**src/rtl/gpc_fetch_ctrl_if.sv**
```systemverilog
// rtl/gpc_fetch_ctrl_if.sv - instruction-memory request/acknowledge bus for the GPC fetch sequencer
interface gpc_fetch_ctrl_if #(
    parameter int WIDTH = 32
);
    logic             imem_req;
    logic [WIDTH-1:0] imem_addr;
    logic             imem_ack;
    logic [31:0]      imem_rdata;
    logic             imem_err;

    modport master (
        output imem_req,
        output imem_addr,
        input  imem_ack,
        input  imem_rdata,
        input  imem_err
    );

    modport slave (
        input  imem_req,
        input  imem_addr,
        output imem_ack,
        output imem_rdata,
        output imem_err
    );
endinterface

```
**src/rtl/gpc_fetch_ctrl.sv**
```systemverilog
// rtl/gpc_fetch_ctrl.sv - fetch sequencer issuing one core_step per fetched instruction
module gpc_fetch_ctrl #(
    parameter int               WIDTH    = 32,
    parameter logic [WIDTH-1:0] PC_START = 32'h80000000,
    parameter int               TIMEOUT  = 255
) (
    input  logic                 clk,
    input  logic                 rst,
    input  logic                 run_en,
    input  logic                 step,
    input  logic [WIDTH-1:0]     core_pc,
    input  logic                 core_ebreak,
    output logic                 core_step,
    output logic [31:0]          core_inst,
    gpc_fetch_ctrl_if.master     imem,
    output logic                 halted,
    output logic                 ebreak_seen,
    output logic                 fault,
    output logic [WIDTH-1:0]     fault_addr,
    output logic [31:0]          icount
);
    localparam logic [7:0]  TMO = 8'(TIMEOUT);
    localparam logic [31:0] NOP = 32'h00000013;

    typedef enum logic [1:0] {S_HALT, S_FETCH, S_EXEC, S_FAULT} state_t;

    state_t           r_state;
    logic             r_run_q;
    logic             r_single;
    logic             r_load_addr;
    logic [7:0]       r_cnt;
    logic [WIDTH-1:0] r_addr;
    logic [31:0]      r_inst;
    logic             r_ebreak_seen;
    logic             r_fault;
    logic [WIDTH-1:0] r_fault_addr;
    logic [31:0]      r_icount;
    logic             w_run_rise;

    assign w_run_rise = run_en & ~r_run_q;

    always_ff @(posedge clk) begin
        if (!rst) begin
            r_state       <= S_HALT;
            r_run_q       <= 1'b0;
            r_single      <= 1'b0;
            r_load_addr   <= 1'b0;
            r_cnt         <= 8'd0;
            r_addr        <= PC_START;
            r_inst        <= NOP;
            r_ebreak_seen <= 1'b0;
            r_fault       <= 1'b0;
            r_fault_addr  <= '0;
            r_icount      <= 32'd0;
        end else begin
            r_run_q <= run_en;
            unique case (r_state)
                S_HALT: begin
                    if (w_run_rise || step) begin
                        r_state       <= S_FETCH;
                        r_single      <= ~w_run_rise;
                        r_ebreak_seen <= 1'b0;
                        r_addr        <= core_pc;
                        r_cnt         <= 8'd0;
                        r_load_addr   <= 1'b0;
                    end
                end
                S_FETCH: begin
                    // After EXEC the core PC only settles one cycle later, so grab it here before requesting.
                    if (r_load_addr) begin
                        r_addr      <= core_pc;
                        r_load_addr <= 1'b0;
                    end else if (imem.imem_ack) begin
                        if (imem.imem_err) begin
                            r_state      <= S_FAULT;
                            r_fault      <= 1'b1;
                            r_fault_addr <= r_addr;
                        end else begin
                            r_inst  <= imem.imem_rdata;
                            r_state <= S_EXEC;
                        end
                    end else if (r_cnt == TMO) begin
                        r_state      <= S_FAULT;
                        r_fault      <= 1'b1;
                        r_fault_addr <= r_addr;
                    end else begin
                        r_cnt <= r_cnt + 8'd1;
                    end
                end
                S_EXEC: begin
                    r_icount <= r_icount + 32'd1;
                    if (core_ebreak) begin
                        r_state       <= S_HALT;
                        r_ebreak_seen <= 1'b1;
                    end else if (r_single || !run_en) begin
                        r_state <= S_HALT;
                    end else begin
                        r_state     <= S_FETCH;
                        r_load_addr <= 1'b1;
                        r_cnt       <= 8'd0;
                    end
                end
                S_FAULT: r_state <= S_FAULT;
                default: r_state <= S_HALT;
            endcase
        end
    end

    assign imem.imem_req  = (r_state == S_FETCH) && !r_load_addr;
    assign imem.imem_addr = r_addr;
    assign core_step      = (r_state == S_EXEC);
    assign halted         = (r_state == S_HALT);
    assign core_inst      = r_inst;
    assign ebreak_seen    = r_ebreak_seen;
    assign fault          = r_fault;
    assign fault_addr     = r_fault_addr;
    assign icount         = r_icount;
endmodule
```
**src/flat_wrapper.sv**
```systemverilog
// flat-port wrapper written by rule: the top's interface ports become plain ports
module gpc_fetch_ctrl_flat 
#(
    parameter int               WIDTH    = 32,
    parameter logic [WIDTH-1:0] PC_START = 32'h80000000,
    parameter int               TIMEOUT  = 255
)
  (clk, rst, run_en, step, core_pc, core_ebreak, core_step, core_inst, halted, ebreak_seen, fault, fault_addr, icount, imem_imem_req, imem_imem_addr, imem_imem_ack, imem_imem_rdata, imem_imem_err);
  gpc_fetch_ctrl_if #(.WIDTH(WIDTH)) imem_i ();
  input  logic clk;
  input  logic rst;
  input  logic run_en;
  input  logic step;
  input  logic [WIDTH-1:0] core_pc;
  input  logic core_ebreak;
  output logic core_step;
  output logic [31:0] core_inst;
  output logic halted;
  output logic ebreak_seen;
  output logic fault;
  output logic [WIDTH-1:0] fault_addr;
  output logic [31:0] icount;
  output wire logic [$bits(imem_i.imem_req)-1:0] imem_imem_req;
  output wire logic [$bits(imem_i.imem_addr)-1:0] imem_imem_addr;
  input wire logic [$bits(imem_i.imem_ack)-1:0] imem_imem_ack;
  input wire logic [$bits(imem_i.imem_rdata)-1:0] imem_imem_rdata;
  input wire logic [$bits(imem_i.imem_err)-1:0] imem_imem_err;
  assign imem_imem_req = imem_i.imem_req;
  assign imem_imem_addr = imem_i.imem_addr;
  assign imem_i.imem_ack = imem_imem_ack;
  assign imem_i.imem_rdata = imem_imem_rdata;
  assign imem_i.imem_err = imem_imem_err;
  gpc_fetch_ctrl #(.WIDTH(WIDTH), .PC_START(PC_START), .TIMEOUT(TIMEOUT)) u_core (.clk(clk), .rst(rst), .run_en(run_en), .step(step), .core_pc(core_pc), .core_ebreak(core_ebreak), .core_step(core_step), .core_inst(core_inst), .imem(imem_i), .halted(halted), .ebreak_seen(ebreak_seen), .fault(fault), .fault_addr(fault_addr), .icount(icount));
endmodule
```
**config.mk**
```make
export PLATFORM = sky130hd
export DESIGN_NAME = gpc_fetch_ctrl_flat
export DESIGN_NICKNAME = d
export VERILOG_FILES = /design/src/rtl/gpc_fetch_ctrl_if.sv /design/src/rtl/gpc_fetch_ctrl.sv /design/src/flat_wrapper.sv
export SDC_FILE = /design/constraint.sdc
export NUM_CORES = 1
export LEC_CHECK = 0
export ABC_AREA = 1
export BUFFER_PORTS_ARGS = -buffer_cell sky130_fd_sc_hd__buf_2
export CORE_ASPECT_RATIO = 0.5
export CORE_UTILIZATION = 36
export DETAILED_ROUTE_END_ITERATION = 8
export GPL_TIMING_DRIVEN = 0
export PLACE_DENSITY = 0.69
export SKIP_LAST_GASP = 1
export SLEW_MARGIN = 5
export SYNTH_ARGS = -nofsm -noshare
export SYNTH_HDL_FRONTEND = slang
export SYNTH_SLANG_ARGS = --single-unit
```
**constraint.sdc**
```tcl
create_clock -name clk -period 3.8 [get_ports clk]
set_input_delay 0.19 -clock clk [delete_from_list [all_inputs] [get_ports clk]]
set_output_delay 0.19 -clock clk [all_outputs]
set_load 0.01 [all_outputs]
```
* Word-level counts from Yosys, hierarchy flattened
Index checks and enable logic that the tools add are counted.
** Storage, ports and cells
- Register bits after elaboration :: 143
- Bits of input ports :: 71
- Logic and storage cells :: 80
** Operators by class
- $add $sub $neg :: 2
- Equality and inequality tests :: 14
- Muxes and demuxes :: 30
- Bitwise logic cells :: 5
- Reductions and logical operators :: 18
** Operators with widths (number)
- $mux W32 :: 5
- $pmux W32 S2 :: 1
- $mux W8 :: 6
- $add A32 B1 Y32 const B :: 1
- $pmux W8 S3 :: 1
- $ne A2 B2 Y1 const B :: 6
- $reduce_and A4 Y1 :: 3
- $mux W2 :: 5
- $mux W1 :: 9
- $reduce_and A3 Y1 :: 3
- $add A8 B1 Y8 const B :: 1
- $eq A8 B8 Y1 const B :: 1
- $pmux W2 S4 :: 1
- $reduce_and A7 Y1 :: 1
- $ne A2 B1 Y1 const B :: 3
- $reduce_bool A2 Y1 :: 3
- $eq A2 B2 Y1 const B :: 2
- $not A1 Y1 :: 4
- $ne A3 B2 Y1 const B :: 1
- $pmux W1 S3 :: 1
- $reduce_bool A3 Y1 :: 1
- $eq A2 B1 Y1 const B :: 1
- $logic_not A1 Y1 :: 2
- $logic_not A2 Y1 :: 1
- 5 further kinds :: 6

* Longest topological paths before layout
- Depth after elaboration :: 5
- Depth in mapped cells :: 11

* Least setup slack after synthesis
OpenSTA, ideal clock, no wires.
- Kind :: reg2reg
- Start :: register u_core.r_state[1]
- End :: register u_core.r_cnt[5]
- Arrival time :: 1382 ps
- Required time :: 3690 ps
- Path slack :: 2308 ps
- Cell stages (with the launch flop) :: 10
- Buffers on the path :: 1
- Period minus slack after synthesis :: 1492 ps
- Cell sequence :: dfxtp_1 nor2_1 nand3_1 nand2_1 nor2_1 clkbuf_8 nand3_1 nand2_1 inv_1 nor2_1
** On the way
- Cells in the longest elaborated chain, start to end :: 3
- Elaborated cells between the ends (all ways) :: 12
- Classes of those cells :: eq/ne: 8; mux: 1; reduce/logical: 3
** RTL lines
- from (decl) :: line gpc_fetch_ctrl.sv:27 : state_t r_state;
- from (signal assigned) :: line gpc_fetch_ctrl.sv:44 : r_state <= S_HALT;
- from (signal assigned) :: line gpc_fetch_ctrl.sv:60 : r_state <= S_FETCH;
- from (signal assigned) :: line gpc_fetch_ctrl.sv:75 : r_state <= S_FAULT;
- $logic_not A2 Y1 (*)
- net halted :: line flat_wrapper.sv:18 : output logic halted;
- $ne A2 B1 Y1 (no line) / $reduce_bool A3 Y1 (equally long branches)
- $reduce_and A7 Y1 (no line)
- to (signal assigned) :: line gpc_fetch_ctrl.sv:87 : r_cnt <= r_cnt + 8'd1;
- to (decl) :: line gpc_fetch_ctrl.sv:31 : logic [7:0] r_cnt;
The timed path passes the listed nets; every way through them passes the cells marked *.
A chain may end at the register's enable or synchronous reset.

* Final worst setup path
- Start :: register u_core.r_cnt[0]
- End :: register u_core.r_fault_addr[28], in the netlist u_core.fault_addr[28]
** On the way
- Cells in the longest elaborated chain, start to end :: 3
** RTL lines
- $eq A8 B8 Y1 :: line gpc_fetch_ctrl.sv:82 : end else if (r_cnt == TMO) begin
- $reduce_bool A2 Y1 (no line)
- $reduce_and A4 Y1 (no line)
- to (signal assigned) :: line gpc_fetch_ctrl.sv:77 : r_fault_addr <= r_addr;
- to (signal assigned) :: line gpc_fetch_ctrl.sv:85 : r_fault_addr <= r_addr;
- to (decl) :: line gpc_fetch_ctrl.sv:36 : logic [WIDTH-1:0] r_fault_addr;
Every way passes these cells.

==> metrics.txt <==
Final Total Pwr 0.003737 W; R2R Path Start u_core.r_cnt[0]; CP Data Arrival Time 2250 ps; antenna violations before repair 1; Max Cap Viol 0; vias after detailed routing 5942; Yosys warning total 0; period utilization 0.5044; HPWL after DPL 12300 um; Rel. slew slack 0.5984; Yosys reg bits 143; Hold WC Path Type input pin to register; CP dominant cell by count nand2_1; Post-CTS Resized 0; Max Slew Vio Count 0; first-pass GRT wire length 26040 um; CTS tree done; TritonCTS sink count 143; worst-margin pin slew 602.5 ps; Die H 91.72 um; final instance area 7669 sq um; Layout area overhead 32.32%; Post-CTS Setup Bufs 0; Netlist Area Pre-Place 5796 sq um; Lkg Pwr 3.581 nW; synth unique cells 27; Initial Utilization 0.3721; hold path depth 3; Avg Inst Size Synth 7.016 sq um; Synth area leaders dfxtp_1 49%, nor2_1 18%, o21ai_0 8.7%; vias in the first global route 5316; Clock Tree Root clkbuf_16; final setup fails 0; hold path startpoint core_pc[6]; Die W 181.4 um; Hold Vio Cnt, Final 0; power density over cell area 487.4 nW/um^2; CP max-delay cell dfxtp_1; DRT Pass-1 Iters 5; Cells after Synth 826; worst vdd ir 0.0003644 V; number of port buffers 202; share of post-route cells with drive strength above 1 0.2366; WL/cell 12.71 um; DR DRC count 0; worst-path fanout max 10; DRT Wirelength 16140 um; NumNets Final 1125; register area share after synthesis 0.4940; # IOs 204; commonest non-fill, non-tap cell in the layout nor2_1; crit path launch type register; CP max stage delay 390 ps; kind of critical path register to register; maximum root-to-sink buffer count 2; All-Layer GR Usage 0.1948; status complete, no violations; CTS H-tree depth 4; Hold Path Sink u_core.imem.imem_addr[6]; critical path cell sequence ha_1, nand2_1, nor2_1, nand2_1, nand2_1, nand2_1, inv_1, buf_4, nor2_1, nor2_1; largest net degree at the start of global routing 17; R2R cell count 10; Placed Area 7062 sq um; post-synthesis net count 899; Tmin final 1917 ps; Die Area 16640 sq um; largest area contributor in the netlist dfxtp_1; r2r setup slk 1880 ps; GP Congestion 0.8698; post-layout util 0.4924; antenna-violating nets left 0; Skew-Pair Late Insertion Delay 410 ps; Layout Skew 15.98 ps; commonest non-fill, non-tap cells in the layout 279 x nor2_1, 205 x buf_2, 143 x dfxtp_1; top-area cell type share of the netlist area 0.4940; FF-to-FF End u_core.fault_addr[28]; grt ovf 0; clock buffers created by TritonCTS 17; nature of the critical path endpoint register; DR iter-0 viols 422; core box area 15570 sq um; # rows 32; setup repair after global routing missed its margin no; required time worst endpoint 4130 ps; Setup TNS Final 0 ps; hold_buf cts 5; Clock transition at path regs 70 ps; DR vias/cell 4.679; fmax 521.8 MHz
[through the flow]
| stage | setup slack [ps] | hold slack, ps | std cells |
|---|---|---|---|
| CTS | 1880 | 17.00 | 1269 |
| floorplan | 2308 | 283.5 | 826 |
| finish | 1883 | 26.49 | 1270 |
| detailed placement | 1892 | 396.6 | 1232 |
| global route | 1646 | 33.81 | 1270 |
| global placement | 1959 | 390.8 | 1232 |
[registers in the layout, indices dropped and copies added, names as in the netlist]
name                   flops
u_core.core_inst          32
u_core.fault_addr         32
u_core.icount             32
u_core.imem.imem_addr     32
u_core.r_cnt               8
u_core.r_state             2
u_core.ebreak_seen         1
u_core.fault               1
u_core.r_load_addr         1
u_core.r_run_q             1
u_core.r_single            1
[worst max-delay path by stage]
| stage | start | end | slack, ps |
|---|---|---|---|
| finish | u_core.r_cnt[0] | u_core.fault_addr[28] | 1880 |
| global route | u_core.r_cnt[0] | u_core.fault_addr[5] | 1650 |
| CTS | u_core.r_cnt[0] | u_core.fault_addr[10] | 1880 |
| detailed placement | u_core.r_cnt[0] | u_core.fault_addr[10] | 1890 |
| global placement | u_core.r_cnt[0] | u_core.fault_addr[6] | 1960 |
| floorplan | u_core.r_state[1] | u_core.r_cnt[5] | 2310 |
[worst max-delay path: cells and delay by family, from the launching register on]
| family | cells | cell delay (ps) |
|---|---|---|
| buffers and inverters | 2 | 430 |
| adders and majority gates | 1 | 190 |
| and+or+nand+nor | 7 | 850 |
| DFF | 1 | 390 |
[kinds of logic (layout without fill, tap and decap cells)]
group / after synthesis / count (layout) / synth area share
buf+inv: 93 / 332 / 0.07038
fa+ha+maj: 2 / 2 / 0.004317
compound gates: 135 / 135 / 0.1207
simple gates: 451 / 451 / 0.3076
other cells: 0 / 1 / 0
xor+xnor: 2 / 2 / 0.003023
flops: 143 / 143 / 0.4940
[where the power goes]
part	total (W)	internal, W	switching [W]
registers	0.00166	0.00160	0.0000615
logic	0.000505	0.000203	0.000302
clock network	0.00157	0.000861	0.000709
total	0.00374	0.00266	0.00107
[cell type report]
class                      count  area, sq um
fill                        1560         7906
sequential                   143         2863
multi-input combinational    590         2525
timing repair buffer         207         1061
clock buffer                  17        425.4
tap                          204        255.2
inverter                      59        221.5
buffer                        34        186.4
clock inverter                15        128.9
antenna                        1        2.502
[synth_stat cells, drive strengths merged]
master / count
xor2: 1
buf: 12
a21oi: 27
nor2: 280
o211a: 1
dfxtp: 143
o211ai: 1
nor3b: 1
inv: 59
nor3: 2
o21a: 1
nand2: 118
o21bai: 3
a211oi: 1
o21ai: 101
nand4: 9
xnor2: 1
clkbuf: 22
nand3: 41
ha: 2
[per-layer routing]
layer | vias up | GRT usage | part of all wire
li1 | 3089 | - | -
met1 | 2695 | 0.2470 | 0.46
met2 | 138 | 0.3304 | 0.49
met3 | 20 | 0.04369 | 0.040
met4 | 0 | 0.06003 | 0.012
met5 | - | 0 | 0
(Power assumes the default switching activity.)
